[src/rtl/wb_arb_pkg.sv]
// Shared types and default widths for the
// two-master Wishbone memory arbiter.
package wb_arb_pkg;

  localparam int ADR_W = 12;
  localparam int DAT_W = 128;
  localparam int SEL_W = 16;

  typedef enum logic [1:0] {
    IDLE,
    GNT0,
    GNT1
  } state_t;

endpackage

[src/rtl/wb_mem_arbiter_if.sv]
// One Wishbone link; master modport is the side
// that drives cyc/stb, slave modport answers.
interface wb_mem_arbiter_if #(
  parameter int ADR_W = wb_arb_pkg::ADR_W,
  parameter int DAT_W = wb_arb_pkg::DAT_W,
  parameter int SEL_W = wb_arb_pkg::SEL_W
) ();

  logic             cyc;
  logic             stb;
  logic             we;
  logic [ADR_W-1:0] adr;
  logic [DAT_W-1:0] dat_m;
  logic [SEL_W-1:0] sel;
  logic [DAT_W-1:0] dat_s;
  logic             ack;
  logic             rty;

  modport master (
    output cyc, stb, we, adr, dat_m, sel,
    input  dat_s, ack, rty
  );

  modport slave (
    input  cyc, stb, we, adr, dat_m, sel,
    output dat_s, ack, rty
  );

endinterface

[src/rtl/wb_arb_pick.sv]
// Two-way round-robin pick: on a tie the master
// that did not hold the last grant wins.
module wb_arb_pick (
  input  logic req0,
  input  logic req1,
  input  logic last_gnt,
  output logic gnt_valid,
  output logic gnt_idx
);

  always_comb begin
    gnt_valid = req0 | req1;
    gnt_idx   = req1 & (~req0 | ~last_gnt);
  end

endmodule

[src/rtl/wb_mem_arbiter.sv]
// Shares the memory Wishbone port between the
// icache (m0) and dcache (m1), one owner per cycle.
module wb_mem_arbiter
  import wb_arb_pkg::*;
(
  input  logic             CLK,
  input  logic             RST,
  wb_mem_arbiter_if.slave  m0,
  wb_mem_arbiter_if.slave  m1,
  wb_mem_arbiter_if.master s
);

  state_t state;
  state_t state_n;
  logic   last_gnt;
  logic   req0;
  logic   req1;
  logic   pick_vld;
  logic   pick_idx;
  state_t pick_st;

  assign req0 = m0.cyc & m0.stb;
  assign req1 = m1.cyc & m1.stb;

  wb_arb_pick u_pick (
    .req0      (req0),
    .req1      (req1),
    .last_gnt  (last_gnt),
    .gnt_valid (pick_vld),
    .gnt_idx   (pick_idx)
  );

  // last_gnt equals the owner while granted, so the
  // same pick prefers the other master on hand-off
  assign pick_st = !pick_vld ? IDLE
                 : pick_idx  ? GNT1
                 :             GNT0;

  always_ff @(posedge CLK or posedge RST) begin
    if (RST) begin
      state    <= IDLE;
      last_gnt <= 1'b1;
    end else begin
      state <= state_n;
      if (state_n == GNT0) last_gnt <= 1'b0;
      if (state_n == GNT1) last_gnt <= 1'b1;
    end
  end

  always_comb begin
    state_n = state;
    unique case (state)
      IDLE: state_n = pick_st;
      GNT0: begin
        if (s.ack)        state_n = pick_st;
        else if (!m0.cyc) state_n = IDLE;
      end
      GNT1: begin
        if (s.ack)        state_n = pick_st;
        else if (!m1.cyc) state_n = IDLE;
      end
      default: state_n = IDLE;
    endcase
  end

  assign m0.dat_s = s.dat_s;
  assign m1.dat_s = s.dat_s;

  always_comb begin
    s.cyc   = 1'b0;
    s.stb   = 1'b0;
    s.we    = 1'b0;
    s.adr   = '0;
    s.dat_m = '0;
    s.sel   = '0;
    m0.ack  = 1'b0;
    m0.rty  = 1'b0;
    m1.ack  = 1'b0;
    m1.rty  = 1'b0;
    unique case (state)
      GNT0: begin
        s.cyc   = m0.cyc;
        s.stb   = m0.stb;
        s.we    = m0.we;
        s.adr   = m0.adr;
        s.dat_m = m0.dat_m;
        s.sel   = m0.sel;
        m0.ack  = s.ack;
        m0.rty  = s.rty;
      end
      GNT1: begin
        s.cyc   = m1.cyc;
        s.stb   = m1.stb;
        s.we    = m1.we;
        s.adr   = m1.adr;
        s.dat_m = m1.dat_m;
        s.sel   = m1.sel;
        m1.ack  = s.ack;
        m1.rty  = s.rty;
      end
      default: ;
    endcase
  end

endmodule

[src/flat_wrapper.sv]
// flat-port wrapper written by rule: the top's interface ports become plain ports
module wb_mem_arbiter_flat import wb_arb_pkg::*;
  (CLK, RST, m0_cyc, m0_stb, m0_we, m0_adr, m0_dat_m, m0_sel, m0_dat_s, m0_ack, m0_rty, m1_cyc, m1_stb, m1_we, m1_adr, m1_dat_m, m1_sel, m1_dat_s, m1_ack, m1_rty, s_cyc, s_stb, s_we, s_adr, s_dat_m, s_sel, s_dat_s, s_ack, s_rty);
  wb_mem_arbiter_if m0_i ();
  wb_mem_arbiter_if m1_i ();
  wb_mem_arbiter_if s_i ();
  input  logic CLK;
  input  logic RST;
  input wire logic [$bits(m0_i.cyc)-1:0] m0_cyc;
  input wire logic [$bits(m0_i.stb)-1:0] m0_stb;
  input wire logic [$bits(m0_i.we)-1:0] m0_we;
  input wire logic [$bits(m0_i.adr)-1:0] m0_adr;
  input wire logic [$bits(m0_i.dat_m)-1:0] m0_dat_m;
  input wire logic [$bits(m0_i.sel)-1:0] m0_sel;
  output wire logic [$bits(m0_i.dat_s)-1:0] m0_dat_s;
  output wire logic [$bits(m0_i.ack)-1:0] m0_ack;
  output wire logic [$bits(m0_i.rty)-1:0] m0_rty;
  input wire logic [$bits(m1_i.cyc)-1:0] m1_cyc;
  input wire logic [$bits(m1_i.stb)-1:0] m1_stb;
  input wire logic [$bits(m1_i.we)-1:0] m1_we;
  input wire logic [$bits(m1_i.adr)-1:0] m1_adr;
  input wire logic [$bits(m1_i.dat_m)-1:0] m1_dat_m;
  input wire logic [$bits(m1_i.sel)-1:0] m1_sel;
  output wire logic [$bits(m1_i.dat_s)-1:0] m1_dat_s;
  output wire logic [$bits(m1_i.ack)-1:0] m1_ack;
  output wire logic [$bits(m1_i.rty)-1:0] m1_rty;
  output wire logic [$bits(s_i.cyc)-1:0] s_cyc;
  output wire logic [$bits(s_i.stb)-1:0] s_stb;
  output wire logic [$bits(s_i.we)-1:0] s_we;
  output wire logic [$bits(s_i.adr)-1:0] s_adr;
  output wire logic [$bits(s_i.dat_m)-1:0] s_dat_m;
  output wire logic [$bits(s_i.sel)-1:0] s_sel;
  input wire logic [$bits(s_i.dat_s)-1:0] s_dat_s;
  input wire logic [$bits(s_i.ack)-1:0] s_ack;
  input wire logic [$bits(s_i.rty)-1:0] s_rty;
  assign m0_i.cyc = m0_cyc;
  assign m0_i.stb = m0_stb;
  assign m0_i.we = m0_we;
  assign m0_i.adr = m0_adr;
  assign m0_i.dat_m = m0_dat_m;
  assign m0_i.sel = m0_sel;
  assign m0_dat_s = m0_i.dat_s;
  assign m0_ack = m0_i.ack;
  assign m0_rty = m0_i.rty;
  assign m1_i.cyc = m1_cyc;
  assign m1_i.stb = m1_stb;
  assign m1_i.we = m1_we;
  assign m1_i.adr = m1_adr;
  assign m1_i.dat_m = m1_dat_m;
  assign m1_i.sel = m1_sel;
  assign m1_dat_s = m1_i.dat_s;
  assign m1_ack = m1_i.ack;
  assign m1_rty = m1_i.rty;
  assign s_cyc = s_i.cyc;
  assign s_stb = s_i.stb;
  assign s_we = s_i.we;
  assign s_adr = s_i.adr;
  assign s_dat_m = s_i.dat_m;
  assign s_sel = s_i.sel;
  assign s_i.dat_s = s_dat_s;
  assign s_i.ack = s_ack;
  assign s_i.rty = s_rty;
  wb_mem_arbiter u_core (.CLK(CLK), .RST(RST), .m0(m0_i), .m1(m1_i), .s(s_i));
endmodule
[config.mk]
export PLATFORM = sky130hd
export DESIGN_NAME = wb_mem_arbiter_flat
export DESIGN_NICKNAME = d
export VERILOG_FILES = /design/src/rtl/wb_arb_pkg.sv /design/src/rtl/wb_mem_arbiter_if.sv /design/src/rtl/wb_arb_pick.sv /design/src/rtl/wb_mem_arbiter.sv /design/src/flat_wrapper.sv
export SDC_FILE = /design/constraint.sdc
export NUM_CORES = 1
export LEC_CHECK = 0
export CORE_AREA = 5 5 335 337
export CTS_CLUSTER_SIZE = 14
export DETAILED_ROUTE_END_ITERATION = 10
export DIE_AREA = 0 0 340 342
export GPL_TIMING_DRIVEN = 0
export PLACE_DENSITY_LB_ADDON = 0.15
export RECOVER_POWER = 100
export SLEW_MARGIN = 0
export SYNTH_ARGS = -nofsm -noshare
export SYNTH_HDL_FRONTEND = slang
export SYNTH_SLANG_ARGS = --single-unit
[constraint.sdc]
create_clock -name CLK -period 1.9 [get_ports CLK]
set_input_delay 0.475 -clock CLK [delete_from_list [all_inputs] [get_ports CLK]]
set_output_delay 0.475 -clock CLK [all_outputs]
set_load 0.03 [all_outputs]
==> results of run 1 <==
==> routing by layer <==
metal	track usage, %	vias up	routed length [um]
li1	-	3665	-
met3	3.57	22	5160
met4	0.427	2	651
met1	9.17	3619	20800
met5	0	-	13
met2	16.7	481	30900
==> layout by cell type (no fill, tap or decap), types with 3 or more instances in the layout <==
cell | Yosys | routed
sky130_fd_sc_hd__clkbuf_4 | 0 | 4
sky130_fd_sc_hd__dlygate4sd3_1 | 0 | 257
sky130_fd_sc_hd__buf_6 | 1 | 177
sky130_fd_sc_hd__clkdlybuf4s50_1 | 0 | 318
sky130_fd_sc_hd__ha_4 | 0 | 3
sky130_fd_sc_hd__buf_12 | 0 | 44
sky130_fd_sc_hd__o21a_1 | 3 | 3
sky130_fd_sc_hd__and2_4 | 1 | 5
sky130_fd_sc_hd__buf_4 | 259 | 276
sky130_fd_sc_hd__diode_2 | 0 | 7
sky130_fd_sc_hd__a22oi_1 | 158 | 5
sky130_fd_sc_hd__buf_8 | 0 | 12
sky130_fd_sc_hd__clkbuf_16 | 0 | 28
sky130_fd_sc_hd__buf_16 | 0 | 6
sky130_fd_sc_hd__nor2b_4 | 0 | 117
sky130_fd_sc_hd__nor2b_2 | 0 | 41
sky130_fd_sc_hd__a22oi_2 | 0 | 153
==> metrics by stage <==
stage	TNS (ns)	total power, mW	utilization [%]	worst slack [ns]	hold slack (ns)
finish	-64.34	9.43	16.5	-0.593	0.562
CTS	-82.79	7.97	14.3	-0.634	0.432
floorplan	-0.133	3.89	-	-0.0829	0.228
global route	-76.39	9.93	16.5	-0.603	0.574
detailed placement	-249.62	6.79	13.6	-1.90	0.622
global placement	-246.22	6.80	13.6	-1.89	0.614
==> flip-flops by register name, indices dropped and copies added (netlist names) <==
| name | count |
|---|---|
| u_core.last_gnt | 1 |
| u_core.state | 2 |
==> where the power goes <==
group          internal [mW]  switching [mW]  total (mW)
combinational           4.86            4.13        8.98
sequential            0.0902          0.0223       0.113
clock                  0.277          0.0555       0.332
==> critical path, cell delays in order (launching register included) <==
cell and delay [ns]:
sky130_fd_sc_hd__dfrtp_2 0.41, sky130_fd_sc_hd__inv_4 0.06, sky130_fd_sc_hd__ha_4 0.18, sky130_fd_sc_hd__buf_12 0.13, sky130_fd_sc_hd__buf_16 0.15, sky130_fd_sc_hd__clkbuf_16 0.17
sky130_fd_sc_hd__a22oi_2 0.46, sky130_fd_sc_hd__nor2b_4 0.07, sky130_fd_sc_hd__buf_6 0.15
==> cell type report <==
type                    instances  area, um2  share of cell area (%)
inverters                       3       16.3                  0.0908
plain buffers                 306       2880                    16.1
clock buffers                   4       78.8                   0.440
multi-input cells             345       4210                    23.5
diodes                          7       17.5                  0.0978
well taps                    1414       1770                    9.88
repair buffers                816       8850                    49.4
flip-flops and latches          3       78.8                   0.440
==> how the worst max path moves through the flow <==
| stage | to | depth (start not counted) | slack (ns) | startpoint |
|---|---|---|---|---|
| after global placement | s_dat_m[99] | 6 | -1.89 | u_core.state[0]$_DFF_PP0_ |
| after CTS | s_sel[14] | 8 | -0.63 | u_core.state[1]$_DFF_PP0_ |
| final | s_dat_m[55] | 8 | -0.59 | u_core.state[1]$_DFF_PP0_ |
| after floorplan | s_dat_m[100] | 5 | -0.08 | u_core.state[0]$_DFF_PP0_ |
| after detailed placement | s_dat_m[99] | 6 | -1.90 | u_core.state[0]$_DFF_PP0_ |
| after global routing | s_dat_m[56] | 8 | -0.60 | u_core.state[1]$_DFF_PP0_ |
==> cells by family after synthesis <==
family | Yosys count
and+or+nand+nor | 172
buffers and inverters | 312
DFF | 3
adders and majority gates | 5
muxes | 1
AOI/OAI and AO/OA | 167
==> what timing repair did <==
item / 4_1_cts / 5_1_grt
resized for setup: 1093 / 493
cloned: 3 / 23
setup buffers: 14 / 36
endpoints found under the setup margin: 165 / 165
pin swaps: 15 / 55
==> results.txt, run 1 <==
In this run, synthesis inferred 0 flip-flops with an integrated enable. At the worst endpoint, the arrival time is 2.02 ns. The synthesized netlist devotes 27.0% of its cell area to compound gates. Counting flops with an async set or reset pin after synthesis yields a share of 100%. The prevailing post-synth register cell is sky130_fd_sc_hd__dfrtp_1. The required time of the critical path was 1.42 ns. Cell accounting for the most synthesized area: sky130_fd_sc_hd__buf_4. The post-detailed-route count of antenna-violating nets was 0.

The logs give 4 for the detailed-router iteration count before antenna repair and 6 for the initial antenna violation count. The power density of the placed cells is 527 nW/um2, and the number of placed instances, taps included is 2814. The run gives 7789 as the via count.

Counting every net in the synthesized netlist gives 1115. Max-cap violations in this run came to 0. The sort of element at the end of the critical path was an output port.

The final-layout fill cell count came out at 12200. The final-report setup violation count came out at 164. Clock tree synthesis selected as its root buffer the cell sky130_fd_sc_hd__clkbuf_16. Of all nets on the critical path, the largest fanout is 6. The cell with the most instances after synthesis was sky130_fd_sc_hd__buf_4. The run gives 48400 um as the detailed-placement wirelength estimate. The flow ran to the end, but the final reports show violations. For the pin with the worst max-slew slack, the measured transition is 0.539 ns. Setup repair after global routing could not meet its margin everywhere.

The adder-cell share of the synthesized area is 1.34%. At the end of routability-driven placement, the weighted congestion stood at 0.783. The run gives -0.593 ns as the post-route worst setup slack.

TritonCTS built the clock tree. The critical register-to-register path endpoint was u_core.last_gnt$_DFFE_PP1P_. The area of the core region is 109000 um2, and the mux share of post-synthesis cell area is 0.241%. The max-slew violation count was 0.

The critical path is of the flop to output port type. Static timing analysis puts the maximum clock frequency at 401 MHz. The total count of hold-check failures in the final report was 0; the detail-routed net length per standard cell was 19.9 um.

The number of nets in the final layout was 1933. Yosys attributes the largest share of cell area to sky130_fd_sc_hd__buf_4 (42%), sky130_fd_sc_hd__a22oi_1 (25%), sky130_fd_sc_hd__nor2b_1 (21%). The clock-pin transition on the worst setup and hold timing paths was 0.03 ns. After clock tree synthesis, the flow added hold-fix buffers numbering 0. The growth of design area from synthesis to finish works out to 284%. The worst setup path is launched from a flop.

After synthesis the cells add up to 4660 um2. After the first detailed-routing iteration, the DRC count stood at 106. In this run the count of I/O pins placed on the die edge is 869.

The tools report the count of warnings emitted by yosys as 0. The mean instance size in the synthesized netlist is 7.07 um2. By area, the combinational part of the netlist is dominated by buffers and inverters.

The depth of the worst register-to-register path is 10, and the die height is 342 um. The worst pin sits at a relative slew slack of 64.1%. Class of the most critical hold timing path: primary input to asynchronous set/reset pin. The wire length reported by the detailed router came out at 57500 um. The longest clock path from root to sink contains 2 buffers.

Dividing the detail-routed via count by the number of cells gives 2.69. The run gives -0.36 ns as the setup slack on the worst flop-to-flop path. The startpoint of the worst-slack reg-to-reg timing path was u_core.state[1]$_DFF_PP0_. The run gives 8350 as the number of global-route vias before repair. The fraction of layout instances using a drive strength above 1 is 59.3%. Once the floorplan was initialized, standard cells occupied 4.30% of the core.

The CTS sink count is 3. The analysis attributes to cell leakage a power of 6.59 nW. The final routed DRC violation total was 0; the synthesized instance count was 660. Row generation in the floorplan step produced 121 rows.

Post-placement cell area: 14800 um2. The clock period minus worst slack was 2.49 ns. For the post-layout instance count excluding filler cells, the log shows 2898. The logs give 116000 um2 for the area of the die and 1 for the H-tree depth reported by CTS. The simple-gate share of the synthesized area is 23.0%, and the area of all placed cells without fillers is 17900 um2.

The logs give 11 for the pin count of the biggest net entering global routing and 3 for the total clock buffers created by CTS. The first global-routing pass estimated 71000 um of wire. The number of I/O port buffers is 740, and the setup clock skew after layout is 0.000465 ns. The run gives 8.63% as the overall routing resource usage. The synthesized netlist devotes 0% of its cell area to XOR and XNOR gates. Count of state elements after synthesis: 3. Sequential cells were found to cover 1.64% of the synthesized design area. The checks that failed: setup timing.

Counting instances in the post-synthesis netlist gives the leading cell types as sky130_fd_sc_hd__buf_4 (259), sky130_fd_sc_hd__nor2b_1 (160), sky130_fd_sc_hd__a22oi_1 (158). The area share of the largest cell type after synthesis was 41.7%; the number of different library cells in the post-synthesis netlist was 24. In the finished design, the share of the clock period the worst path needs comes to 131%.

For this run the aggregate overflow at the end of global routing stands at 0. VDD sags by at most 265 uV. The run gives 0.22 ns as the later-pin clock latency in the skew report. From left edge to right edge, the die measures 340 um.
Power figures use the tool's default switching activity.
==> run 2: changes to the inputs <==
Settings changed: SKIP_LAST_GASP from default to 1.
==> results.txt, run 2 (synthesis results as in run 1) <==
The max-slew violation count was 0 (unchanged); the post-route core utilization was 16.0% (-0.46 points). The cell with the largest stage delay on the worst path was sky130_fd_sc_hd__a22oi_2. The remaining global-route overflow was 0 (unchanged); the area of the core region was 109000 um2 (unchanged). The initial antenna violation count is 6 (unchanged). Setup repair after global routing could not meet its margin everywhere. The flip-flop count of the largest register after layout came out at 2 (unchanged). The largest delay contributor family on the critical path is buffers and inverters. The deepest clock path buffer count is 2 (unchanged), and the number of nets in the final layout is 1926 (-0.36%). The static leakage power came out at 6.45 nW (-2.2%). The global-route wire length before repair came out at 71000 um (-0.11%).

The fraction of layout instances using a drive strength above 1 is 57.5% (-1.8 points). The highest clock rate was 398 MHz (-0.84%). For the detailed-router iteration count before antenna repair, the log shows 4 (unchanged). The run gives 56800 um (-1.3%) as the wire length reported by the detailed router. The detail-routed net length per standard cell works out to 19.7 um (-1.0%).

The via-per-instance ratio works out to 2.67 (-0.53%). The tools report the number of global-route vias before repair as 8338 (-0.14%). More flip-flops sit in one register than any other, and that register is u_core.state. The tools report the required time of the critical path as 1.42 ns (about the same). The tools report the final-report setup violation count as 164 (unchanged). The worst path buffer plus inverter count is 5 (unchanged).

The number of I/O port buffers was 740 (unchanged). The later-pin clock latency in the skew report is 0.22 ns (about the same), and the maximum single-stage delay on the critical path is 0.47 ns (about the same). The power density of the placed cells came out at 528 nW/um2 (+0.32%). Clock period minus worst slack: 2.51 ns (+0.0212 ns). The number of core rows came out at 121 (unchanged).

The final-layout worst hold slack was 0.562 ns (+0.000189 ns); the number of maximum-capacitance constraint violations was 0 (unchanged). The largest registers in the layout are u_core.state x2, u_core.last_gnt x1. The checks that failed: setup timing. The clock-pin transition on the worst setup and hold timing paths was 0.03 ns (about the same).

TritonCTS built the clock tree. The data arrival at the endpoint of the critical path was 2.04 ns (+0.02 ns); the I/O pin count was 869 (unchanged). The run gives 3 (unchanged) as the CTS sink count. Commonest non-fill, non-tap cell in the layout: sky130_fd_sc_hd__clkdlybuf4s50_1. The largest fanout on the critical path came out at 6 (unchanged). The worst setup path is captured at an output port.

The die width was 340 um (unchanged); the placement-stage worst setup slack was -1.90 ns (unchanged). The setup slack on the worst flop-to-flop path was -0.38 ns (-0.02 ns); the post-placement cell area was 14800 um2 (unchanged). The run gives 108 (+1.9%) as the violation count after the first detailed-routing iteration. Leaving out fill and tap cells, the most frequent cells in the layout are sky130_fd_sc_hd__clkdlybuf4s50_1 (318), sky130_fd_sc_hd__buf_4 (301), sky130_fd_sc_hd__dlygate4sd3_1 (257). The tools report the initial cell density of the core as 4.30% (unchanged). The tools report the pin count of the biggest net entering global routing as 11 (unchanged). Clock tree synthesis selected as its root buffer the cell sky130_fd_sc_hd__clkbuf_16. The signal on the critical path passes through inv_4 -> ha_4 -> buf_12 -> buf_16 -> clkbuf_16 -> a22oi_2 -> nor2b_4 -> buf_6.

The worst setup path is launched from a flop. The placer congestion estimate was 0.783 (unchanged). The die height was 342 um (unchanged); the area of all placed cells without fillers was 17400 um2 (-2.8%). The flow ran to the end, but the final reports show violations. The total clock buffers created by CTS is 3 (unchanged). The largest voltage drop on the vdd net came out at 265 uV (-0.18%). The normalized max-slew margin is 63.3% (-0.73 points). The area of the die was 116000 um2 (unchanged); the final routed DRC violation total was 0 (unchanged).

The slew of the pin with the lowest slew margin came out at 0.550 ns (+0.0110 ns). For the total count of hold-check failures in the final report, the log shows 0 (unchanged). The overall routing resource usage came out at 8.62% (about the same). The path class of the tightest hold or removal check is primary input to asynchronous set/reset pin. Compared with the post-synthesis result, the final layout area differs by 273%.

Post-detailed-route count of antenna-violating nets: 0 (unchanged). The via count is 7729 (-0.77%). The tools report the H-tree depth reported by CTS as 1 (unchanged). The detailed-placement wirelength estimate is 48400 um (unchanged), and the post-route worst setup slack is -0.615 ns (-0.0212 ns). Summed negative setup slack over all endpoints: -66.06 ns (-1.72 ns). Final critical-path share of the clock period: 132% (+1.1 points). The critical path start-end classification was flop to output port. For the setup clock skew after layout, the log shows 0.000604 ns (+0.000139 ns).
==> run 2: power by group <==
part	switching, mW	internal [mW]	total [mW]	leakage [nW]
registers	0.0232	0.0902	0.113	0.0340
logic	4.06	4.69	8.75	6.38
clock network	0.0553	0.277	0.332	0.0382
total	4.14	5.06	9.19	6.45
==> run 2: final cells by class <==
class / count / area (um2)
Fill cell: 12200 / 91100
Multi-Input combinational cell: 345 / 4070
Sequential cell: 3 / 78.8
Timing Repair Buffer: 810 / 8520
Buffer: 305 / 2850
Inverter: 3 / 16.3
Tap cell: 1414 / 1770
Clock buffer: 4 / 78.8
Antenna cell: 7 / 17.5
==> run 2: worst paths after layout <==
path / from / depth (start not counted) / endpoint
max in group asynchronous: RST / 2 / u_core.last_gnt$_DFFE_PP1P_
worst max register to register: u_core.state[1]$_DFF_PP0_ / 11 / u_core.last_gnt$_DFFE_PP1P_
worst min-delay path: RST / 2 / u_core.state[0]$_DFF_PP0_
worst min register to register: u_core.last_gnt$_DFFE_PP1P_ / 1 / u_core.last_gnt$_DFFE_PP1P_
worst max-delay path: u_core.state[1]$_DFF_PP0_ / 8 / s_dat_m[55]
min in group CLK: u_core.last_gnt$_DFFE_PP1P_ / 1 / u_core.last_gnt$_DFFE_PP1P_
==> run 2: per-layer routing <==
metal | track usage (%) | vias to the layer above | part of all wire (%)
met5 | 0 | - | 0.019
met4 | 0.427 | 2 | 0.65
met3 | 3.54 | 14 | 9.1
met2 | 16.7 | 474 | 54
met1 | 9.16 | 3583 | 37
li1 | - | 3656 | -
==> run 2: worst register-to-register path, cell delays in order, from the launching register on <==
cell and delay, ns:
sky130_fd_sc_hd__dfrtp_2 0.41, sky130_fd_sc_hd__inv_4 0.06, sky130_fd_sc_hd__ha_4 0.18, sky130_fd_sc_hd__buf_12 0.15, sky130_fd_sc_hd__clkbuf_16 0.19, sky130_fd_sc_hd__buf_6 0.12
sky130_fd_sc_hd__a22o_4 0.25, sky130_fd_sc_hd__buf_4 0.13, sky130_fd_sc_hd__nand3_2 0.07, sky130_fd_sc_hd__o41a_1 0.14, sky130_fd_sc_hd__ha_1 0.23, sky130_fd_sc_hd__mux2_2 0.27
==> run 2: repair_timing <==
action / 4_1_cts / 5_1_grt
endpoints found under the setup margin: 165 / 165
hold buffers: 0 / 0
buffers inserted: 14 / 35
gates cloned: 3 / 18
pin swaps: 15 / 40
resized for setup: 955 / 556
==> run 2: stage by stage <==
stage | cells | power, mW
after global routing | 2886 | 9.70
after floorplan | 660 | 3.89
after detailed placement | 2814 | 6.79
final | 2891 | 9.19
after CTS | 2835 | 7.88
after global placement | 2814 | 6.80
